**config.mk**
```make
export PLATFORM = sky130hd
export DESIGN_NAME = bram_s1s9_port_b_arbiter
export DESIGN_NICKNAME = d
export VERILOG_FILES = /design/src/rtl/bram_s1s9_port_b_arbiter_pkg.sv /design/src/rtl/bram_s1s9_port_b_arbiter_rr_arb2.sv /design/src/rtl/bram_s1s9_port_b_arbiter.sv
export SDC_FILE = /design/constraint.sdc
export NUM_CORES = 1
export LEC_CHECK = 0
export BUFFER_PORTS_ARGS = -buffer_cell sky130_fd_sc_hd__buf_2
export CORE_ASPECT_RATIO = 1.75
export CORE_MARGIN = 3
export CORE_UTILIZATION = 43
export DETAILED_ROUTE_END_ITERATION = 7
export GPL_TIMING_DRIVEN = 0
export PLACE_DENSITY_LB_ADDON = 0.08
export SLEW_MARGIN = 20
export SYNTH_ARGS = -nofsm -noshare
export SYNTH_HDL_FRONTEND = slang
export SYNTH_SLANG_ARGS = --single-unit
export TNS_END_PERCENT = 50
```
**constraint.sdc**
```tcl
create_clock -name CLK -period 2.2 [get_ports CLK]
set_input_delay 0.22 -clock CLK [delete_from_list [all_inputs] [get_ports CLK]]
set_output_delay 0.22 -clock CLK [all_outputs]
set_load 0.02 [all_outputs]
```
**src/rtl/bram_s1s9_port_b_arbiter_pkg.sv**
```systemverilog
// Shared types and geometry for the port-B arbiter of a 2048 x 9 (S9) block RAM port.
package bram_s1s9_port_b_arbiter_pkg;

  localparam int unsigned RAMB_S9_DEPTH = 2048;
  localparam int unsigned RAMB_S9_AW    = 11;
  localparam int unsigned RAMB_S9_DW    = 9;

  typedef enum logic [1:0] {
    StClear,
    StIdle,
    StLock0,
    StLock1
  } state_e;

endpackage

```
**src/rtl/bram_s1s9_port_b_arbiter_rr_arb2.sv**
```systemverilog
// Two-input round-robin pick; on a tie the requester that did not win last time is granted.
module bram_s1s9_port_b_arbiter_rr_arb2 (
  input  logic       clk_i,
  input  logic       rst_i,
  input  logic [1:0] req_i,
  input  logic       upd_i,
  output logic [1:0] gnt_o
);

  logic last_q;

  always_comb begin
    gnt_o = 2'b00;
    unique case (req_i)
      2'b01:   gnt_o = 2'b01;
      2'b10:   gnt_o = 2'b10;
      2'b11:   gnt_o = last_q ? 2'b01 : 2'b10;
      default: gnt_o = 2'b00;
    endcase
  end

  // Reset to 1 so requester 0 wins the first tie.
  always_ff @(posedge clk_i or posedge rst_i) begin
    if (rst_i) begin
      last_q <= 1'b1;
    end else if (upd_i && (gnt_o != 2'b00)) begin
      last_q <= gnt_o[1];
    end
  end

endmodule

```
**src/rtl/bram_s1s9_port_b_arbiter.sv**
```systemverilog
// Port-B sequencer: optional zero-fill after reset, then round-robin sharing with burst lock
// and a one-entry read tag that steers RVALID to the requester one cycle after its grant.
module bram_s1s9_port_b_arbiter
  import bram_s1s9_port_b_arbiter_pkg::*;
#(
  parameter bit          CLEAR_ON_RESET = 1'b1,
  parameter int unsigned ADDR_W         = RAMB_S9_AW
) (
  input  logic                  CLK,
  input  logic                  RST,
  input  logic                  REQ0,
  input  logic                  REQ1,
  input  logic                  WE0,
  input  logic                  WE1,
  input  logic                  LOCK0,
  input  logic                  LOCK1,
  input  logic [ADDR_W-1:0]     ADDR0,
  input  logic [ADDR_W-1:0]     ADDR1,
  input  logic [RAMB_S9_DW-1:0] DI0,
  input  logic [RAMB_S9_DW-1:0] DI1,
  output logic                  GNT0,
  output logic                  GNT1,
  output logic                  RVALID0,
  output logic                  RVALID1,
  output logic [RAMB_S9_DW-1:0] RDATA,
  output logic                  BUSY,
  output logic                  ENB,
  output logic                  WEB,
  output logic                  SSRB,
  output logic [ADDR_W-1:0]     ADDRB,
  output logic [7:0]            DIB,
  output logic                  DIPB,
  input  logic [7:0]            DOB,
  input  logic                  DOPB
);

  localparam state_e StReset = CLEAR_ON_RESET ? StClear : StIdle;
  localparam logic [ADDR_W-1:0] LastAddr = ADDR_W'(RAMB_S9_DEPTH - 1);

  state_e            state_q, state_d;
  logic [ADDR_W-1:0] cnt_q, cnt_d;
  logic              tag_valid_q, tag_valid_d;
  logic              tag_id_q, tag_id_d;
  logic [1:0]        arb_req, gnt;

  // Lock states expose only the owner to the arbiter; reset masks everything.
  always_comb begin
    arb_req = 2'b00;
    if (!RST) begin
      unique case (state_q)
        StIdle:  arb_req = {REQ1, REQ0};
        StLock0: arb_req = {1'b0, REQ0};
        StLock1: arb_req = {REQ1, 1'b0};
        default: arb_req = 2'b00;
      endcase
    end
  end

  bram_s1s9_port_b_arbiter_rr_arb2 u_rr_arb2 (
    .clk_i (CLK),
    .rst_i (RST),
    .req_i (arb_req),
    .upd_i (state_q != StClear),
    .gnt_o (gnt)
  );

  always_ff @(posedge CLK or posedge RST) begin
    if (RST) begin
      state_q     <= StReset;
      cnt_q       <= '0;
      tag_valid_q <= 1'b0;
      tag_id_q    <= 1'b0;
    end else begin
      state_q     <= state_d;
      cnt_q       <= cnt_d;
      tag_valid_q <= tag_valid_d;
      tag_id_q    <= tag_id_d;
    end
  end

  always_comb begin
    state_d = state_q;
    cnt_d   = cnt_q;
    unique case (state_q)
      StClear: begin
        cnt_d = cnt_q + 1'b1;
        if (cnt_q == LastAddr) state_d = StIdle;
      end
      StIdle: begin
        if (gnt[0] && LOCK0)      state_d = StLock0;
        else if (gnt[1] && LOCK1) state_d = StLock1;
      end
      StLock0: if (!REQ0 || !LOCK0) state_d = StIdle;
      StLock1: if (!REQ1 || !LOCK1) state_d = StIdle;
      default: state_d = StReset;
    endcase
  end

  always_comb begin
    ENB   = 1'b0;
    WEB   = 1'b0;
    ADDRB = '0;
    DIB   = '0;
    DIPB  = 1'b0;
    if (!RST && state_q == StClear) begin
      ENB   = 1'b1;
      WEB   = 1'b1;
      ADDRB = cnt_q;
    end else if (gnt[0]) begin
      ENB   = 1'b1;
      WEB   = WE0;
      ADDRB = ADDR0;
      DIB   = DI0[7:0];
      DIPB  = DI0[8];
    end else if (gnt[1]) begin
      ENB   = 1'b1;
      WEB   = WE1;
      ADDRB = ADDR1;
      DIB   = DI1[7:0];
      DIPB  = DI1[8];
    end
    tag_valid_d = (gnt != 2'b00) && !WEB;
    tag_id_d    = gnt[1];
  end

  assign GNT0    = gnt[0];
  assign GNT1    = gnt[1];
  assign RVALID0 = tag_valid_q && !tag_id_q;
  assign RVALID1 = tag_valid_q && tag_id_q;
  assign RDATA   = {DOPB, DOB};
  assign BUSY    = (state_q == StClear);
  assign SSRB    = 1'b0;

endmodule

```
==> metrics.cfg, run 1 <==
[detailed_routing]
route.detailed.drc=0
drt_iter0_markers=30
postRouteAntennaNets=0
vias=1336
viasPerCell=5.43
dr.pass1.iters=4
wl_um=3760
wl_per_cell_um=15.3

[placement]
io_buffers=83
preCtsSetupSlack_ps=124
dp_cells=242
place_area_um2=1680
finalWeightedCongestion=0.841
hpwlAfterDp_um=3050

[die]
dieWidth_um=46.5
core_area_um2=2720
initial_core_util=0.453
rows=25
floorplan.die_area_um2=3570
ioPinCount=94
die_h_um=76.9

[run]
cap_violations=0

[sta]
clock_skew_ps=6.63
setup_ws_ps=129
worst_pin_slew_ps=657
min_period_ps=2070
hold_violations=0
drv_slew=0
fin_crit_sh=0.941
max_freq_mhz=483
relSlewSlack=0.562
finalSetupViolCount=0

[cells_and_area]
final_cells=246
syn_to_final_growth_pct=40.7
antenna_cells=0
fill_cells=244
stdcell_area_um2=1740
num-nets-final=278
drive_gt1_frac=0.507

[synthesis]
async_reset_ff_frac=1.00
synth_ff_type=dfrtp_1
synth_enable_flop_cells=0
ys.warnings.count=0
synth.area.top_cells=dfrtp_1 30%, a22o_1 15%, a21o_1 6.7%
synth_top_area_cell=dfrtp_1
yosysMostFrequentCell=a22o_1
ys_types=35
avgSynthCellArea_um2=9.35
syn-num-nets=190
syn_inst=132
synth.top_cell.area_share=0.304
yosysSeqAreaShare=0.326
synth_area_um2=1230
synth_common_cells=21 x a22o_1, 15 x dfrtp_1, 11 x a21o_1, 11 x nand2_1, 10 x buf_4
synth-seq-cells=16

[worst_setup_path]
start_kind=flip-flop
worstPathArrival_ps=1850
cp_top_family=buffers and inverters
critPathMaxFanout=10
reg2regPathDepth=5
crit_path_max_incr_delay_ps=380
worst-path-stages=6
critPathBufInv=3
critPathMostFrequentCell=buf_2
endpoint_kind=output port
critical_path.cell_chain=buf_2 > nor3_1 > buf_2 > a22o_1 > a21o_1 > buf_2
worst_path_max_delay_cell=dfrtp_1
criticalPathCategory=reg -> out
crit_required_ps=1980

[hold_path]
worstHoldPathType=in -> async

[status]
status=finished clean

[cts]
clock_latency_ps=250
hold_buffers=0
clkTransAtPathRegs_ps=60
clockBufferDepth=2
htreeDepth=1
root_buffer=clkbuf_8
cts_made_buffers=3
cts_tree=yes
cts.sinks=16
postCtsSetupBuffers=0

[global_route]
grt_pass1_wl_um=5830
antenna_found_initial=0
grtUsageTotal=0.216
grt_start_max_net_pins=19
grt-ovfl-total=0
grt_pass1_vias=1331

[power_and_ir_drop]
ir_drop_mv=0.844
p_per_area_nw_per_um2=917
p_leak_nw=1.03

==> path summary, 6_finish.rpt <==
kind | start | end | slack (ps)
worst max-delay path | state_q[0]$_DFFE_PP0P_ | ADDRB[5] | 130
worst min-delay path | RST | cnt_q[7]$_DFFE_PP0P_ | 90
worst max register to register | state_q[0]$_DFFE_PP0P_ | cnt_q[7]$_DFFE_PP0P_ | 730
worst min register to register | cnt_q[10]$_DFFE_PP0P_ | cnt_q[10]$_DFFE_PP0P_ | 520
max in group asynchronous | RST | state_q[1]$_DFFE_PP0P_ | 1680
min in group CLK | RST | tag_valid_q$_DFF_PP0_ | 200
==> cells in the final DEF, fill, tap and decap left out, drive strengths merged, types with 4 or more instances in the layout <==
cell	instances
xnor2	6
nor2b	6
and3	4
buf	98
xor2	4
nand2	11
clkbuf	6
a21o	11
a22o	21
o21ai	4
dfrtp	15
nand3	5
nor2	6
==> flip-flops by register name (all words and copies together), names as in the netlist <==
| register | flops |
|---|---|
| tag_valid_q | 1 |
| u_rr_arb2.last_q | 1 |
| state_q | 2 |
| tag_id_q | 1 |
| cnt_q | 11 |
==> power breakdown <==
group / switching, mW / leakage (nW) / internal, mW
Sequential: 0.0977 / 0.205 / 0.385
Combinational: 0.498 / 0.807 / 0.381
Clock: 0.101 / 0.0228 / 0.129
==> through the flow <==
stage / util / hold WS (ps) / total power, mW / TNS [ps]
3_5_place_dp: 0.618 / 388 / 1.36 / 0
6_report: 0.638 / 93.0 / 1.59 / 0
4_1_cts: 0.635 / 115 / 1.59 / 0
2_1_floorplan: - / 149 / 1.09 / 0
5_1_grt: 0.638 / 159 / 1.70 / -35.2
3_3_place_gp: 0.618 / 372 / 1.34 / 0
==> per-layer routing <==
metal  wire, um  vias to the layer above  track usage  share of wire
met5          0                        -            0              0
met2       2130                       54        0.380           0.57
met4         55                        0       0.0912          0.015
li1           -                      648            -              -
met1       1350                      629        0.241           0.36
met3        214                        5       0.0282          0.057
==> area by class of cell <==
type / instances / area [um2] / area share
inverter: 1 / 3.75 / 0.00216
tap: 27 / 33.8 / 0.0195
clock buffer: 4 / 45.0 / 0.0260
timing repair buffer: 83 / 415 / 0.239
sequential: 16 / 402 / 0.231
buffer: 17 / 128 / 0.0735
multi-input combinational: 98 / 708 / 0.408
==> kinds of logic after synthesis <==
kind of cell	synth area share
xor gates and xnor gates	0.0710
DFF	0.326
buffers and inverters	0.102
muxes	0.0264
adders and majority gates	0.0101
AOI/OAI and AO/OA	0.273
other	0.00304
and+or+nand+nor	0.189
==> what timing repair did <==
action,CTS,global route
resized for setup,0,3
hold endpoints to repair,0,0
endpoints found under the setup margin,0,19
(Power assumes the default switching activity.)
==> inputs of run 2 (changes only) <==
--- a/config.mk
+++ b/config.mk
@@ -8,12 +8,13 @@
 export BUFFER_PORTS_ARGS = -buffer_cell sky130_fd_sc_hd__buf_2
 export CORE_ASPECT_RATIO = 1.75
 export CORE_MARGIN = 3
-export CORE_UTILIZATION = 43
+export CORE_UTILIZATION = 44
 export DETAILED_ROUTE_END_ITERATION = 7
 export GPL_TIMING_DRIVEN = 0
 export PLACE_DENSITY_LB_ADDON = 0.08
 export SLEW_MARGIN = 20
 export SYNTH_ARGS = -nofsm -noshare
 export SYNTH_HDL_FRONTEND = slang
+export SYNTH_HIERARCHICAL = 1
 export SYNTH_SLANG_ARGS = --single-unit
 export TNS_END_PERCENT = 50
==> constraint.sdc (replaced) <==
create_clock -name CLK -period 2.2 [get_ports CLK]
set_input_delay 0.22 -clock CLK [delete_from_list [all_inputs] [get_ports CLK]]
set_output_delay 0.22 -clock CLK [all_outputs]
set_load 0.005 [all_outputs]
==> run 2 against run 1 <==
Against the previous run:
- the flow now finishes with violations (negative setup slack)
- final area is 11% higher
- fmax is 7.8% lower
- register-to-register slack worse by 340 ps
- cell count is 10% higher
- area after synthesis is 3.5% higher
- critical path depth is 2 higher
- via count is 9.8% higher
- combinational power is 0.9% lower
==> metrics.cfg, run 2 <==
[synthesis]
synth-seq-cells=16
ys_types=40
synth.area.top_cells=dfrtp_1 29%, a22oi_1 12%, buf_4 7.1%
ys.warnings.count=6
synth_enable_flop_cells=0
yosysSeqAreaShare=0.314
synth_area_um2=1280
yosysMostFrequentCell=a22oi_1
syn_inst=149
syn-num-nets=207
synth_common_cells=20 x a22oi_1, 17 x nand2_1, 15 x dfrtp_1
synth_top_area_cell=dfrtp_1
async_reset_ff_frac=1.00
avgSynthCellArea_um2=8.57
synth.top_cell.area_share=0.294
synth_ff_type=dfrtp_1

[die]
die_h_um=77.3
rows=25
core_area_um2=2750
dieWidth_um=46.7
ioPinCount=94
initial_core_util=0.464
floorplan.die_area_um2=3610

[detailed_routing]
dr_wl_met2_um=2290
drt_iter0_markers=38
vias=1467
wl_met3_um=318
highest_layer=met4
wl_per_cell_um=15.5
route.detailed.drc=0
dr.pass1.iters=4
postRouteAntennaNets=0
met1_length_um=1490
wl_um=4200
viasPerCell=5.41

[cells_and_area]
antenna_cells=0
largest_reg_flops=11
largestRegisters=cnt_q x11, state_q x2
final_cells=271
drive_gt1_frac=0.541
utilization=0.700
final_common_cell=buf_2
max_flop_register=cnt_q
stdcell_area_um2=1930
num-nets-final=303
syn_to_final_growth_pct=50.9
final_cell_mix=85 x buf_2, 18 x buf_4, 17 x nand2_1, 17 x a22oi_1, 14 x dfrtp_1

[global_route]
grt_pass1_vias=1538
antenna_found_initial=0
grt-ovfl-total=0
grtUsageTotal=0.244
grt_start_max_net_pins=16
grt_pass1_wl_um=6640

[worst_setup_path]
cp_top_family=compound AO/OA/AOI/OAI gates
critical_path.cell_chain=xor2_2 > and3_4 > a21boi_4 > buf_6 > nor2b_4 > buf_6 > a221o_1 > buf_2
criticalPathCategory=reg -> out
critPathMostFrequentCell=buf_6
worstPathArrival_ps=2020
worstSetupEndpoint=WEB
reg2reg_to=state_q[1]$_DFFE_PP0P_
critPathBufInv=3
start_kind=flip-flop
worst-path-stages=8
endpoint_kind=output port
crit_required_ps=1980
critPathMaxFanout=5
crit_start=state_q[0]$_DFFE_PP0P_
reg2regPathDepth=8
worst_path_max_delay_cell=dfrtp_2
regToRegSetupSlack_ps=390
crit_path_max_incr_delay_ps=450
r2r-start=state_q[0]$_DFFE_PP0P_

[sta]
worst_pin_slew_ps=671
min_period_ps=2240
finalSetupViolCount=2
hold_violations=0
fin_crit_sh=1.02
clock_skew_ps=2.23
drv_slew=0
setup_ws_ps=-44.9
max_freq_mhz=445
rsz0062_at_grt=true
relSlewSlack=0.551

[run]
cap_violations=0

[power_and_ir_drop]
p_per_area_nw_per_um2=841
combPwrFrac=0.537
totalPowerFinal_mw=1.62
p_clk_frac=0.162
switching_share=0.389
ir_drop_mv=0.673
p_leak_nw=1.00
p_sw_mw=0.631
pwr-share-seq=0.301
p_int_mw=0.991

[placement]
place_area_um2=1730
preCtsSetupSlack_ps=-615
io_buffers=83
finalWeightedCongestion=0.862
hpwlAfterDp_um=3090
dp_cells=259

[cts]
htreeDepth=1
clockBufferDepth=2
cts.sinks=16
clock_latency_ps=250
clkTransAtPathRegs_ps=70
cts_tree=yes
root_buffer=clkbuf_8
cts_made_buffers=3

[status]
failed_checks=negative setup slack
status=complete, but fails checks

[hold_path]
worstHoldPathType=in -> async

## run 2: changes by cell type after synthesis, moves of 3 or more
cell / before / now
a21o_1: 11 / 0
a22o_1: 21 / 0
a22oi_1: 0 / 20
inv_1: 1 / 4
nand2_1: 11 / 17
nor2_1: 5 / 9
nor2b_1: 6 / 1
o21ai_0: 4 / 11
## run 2: power groups by stage
| stage | logic (mW) | registers, mW | clock network [mW] |
|---|---|---|---|
| after global placement | 0.718 | 0.471 | 0 |
| after CTS | 0.857 | 0.477 | 0.265 |
| after global routing | 0.950 | 0.502 | 0.280 |
| after floorplan | 0.488 | 0.450 | 0 |
| final | 0.871 | 0.488 | 0.263 |
| after detailed placement | 0.742 | 0.475 | 0 |
## run 2: how the worst min path moves through the flow
stage | startpoint | to | slack, ps | depth (start not counted)
6_report | RST | u_rr_arb2/last_q$_DFFE_PP1P_ | 10 | 2
5_1_grt | RST | u_rr_arb2/last_q$_DFFE_PP1P_ | 10 | 2
4_1_cts | RST | u_rr_arb2/last_q$_DFFE_PP1P_ | 10 | 2
3_5_place_dp | RST | u_rr_arb2/last_q$_DFFE_PP1P_ | 260 | 2
3_3_place_gp | RST | u_rr_arb2/last_q$_DFFE_PP1P_ | 260 | 2
2_1_floorplan | RST | u_rr_arb2/last_q$_DFFE_PP1P_ | 110 | 1
## run 2: cell families after synthesis
kind of cell,Yosys count,share of synthesized area
xor+xnor,11,0.0754
compound gates,42,0.218
mux,1,0.00881
simple gates,53,0.249
fa+ha+maj,1,0.00979
flops,16,0.314
other cells,1,0.00294
buf+inv,24,0.121
## run 2: layout make-up
cell class                 count  area [um2]
inverter                       4        18.8
buffer                        19         153
timing repair buffer          92         489
multi-input combinational    109         776
clock buffer                   4        55.1
sequential                    16         403
tap                           27        33.8
fill                         237         825
## run 2: metrics by stage
stage | setup TNS [ps] | hold WS [ps]
floorplan | 0 | 110
global placement | -10370 | 262
detailed placement | -11410 | 262
CTS | -51.0 | 9.95
global route | -1570 | 11.8
finish | -49.9 | 9.50
## run 2: what timing repair did
| action | CTS | global route |
|---|---|---|
| hold buffers | 1 | 0 |
| endpoints found under the setup margin | 22 | 22 |
| resized for setup | 30 | 7 |
| cloned | 2 | 0 |
| setup buffers | 4 | 2 |
| pin swaps | 3 | 2 |
| endpoints found under the hold margin | 15 | 0 |
## run 2: per-layer routing
layer,vias to the layer above,global-route usage
li1,710,-
met1,681,0.259
met2,66,0.431
met3,10,0.0563
met4,0,0.0970
met5,-,0
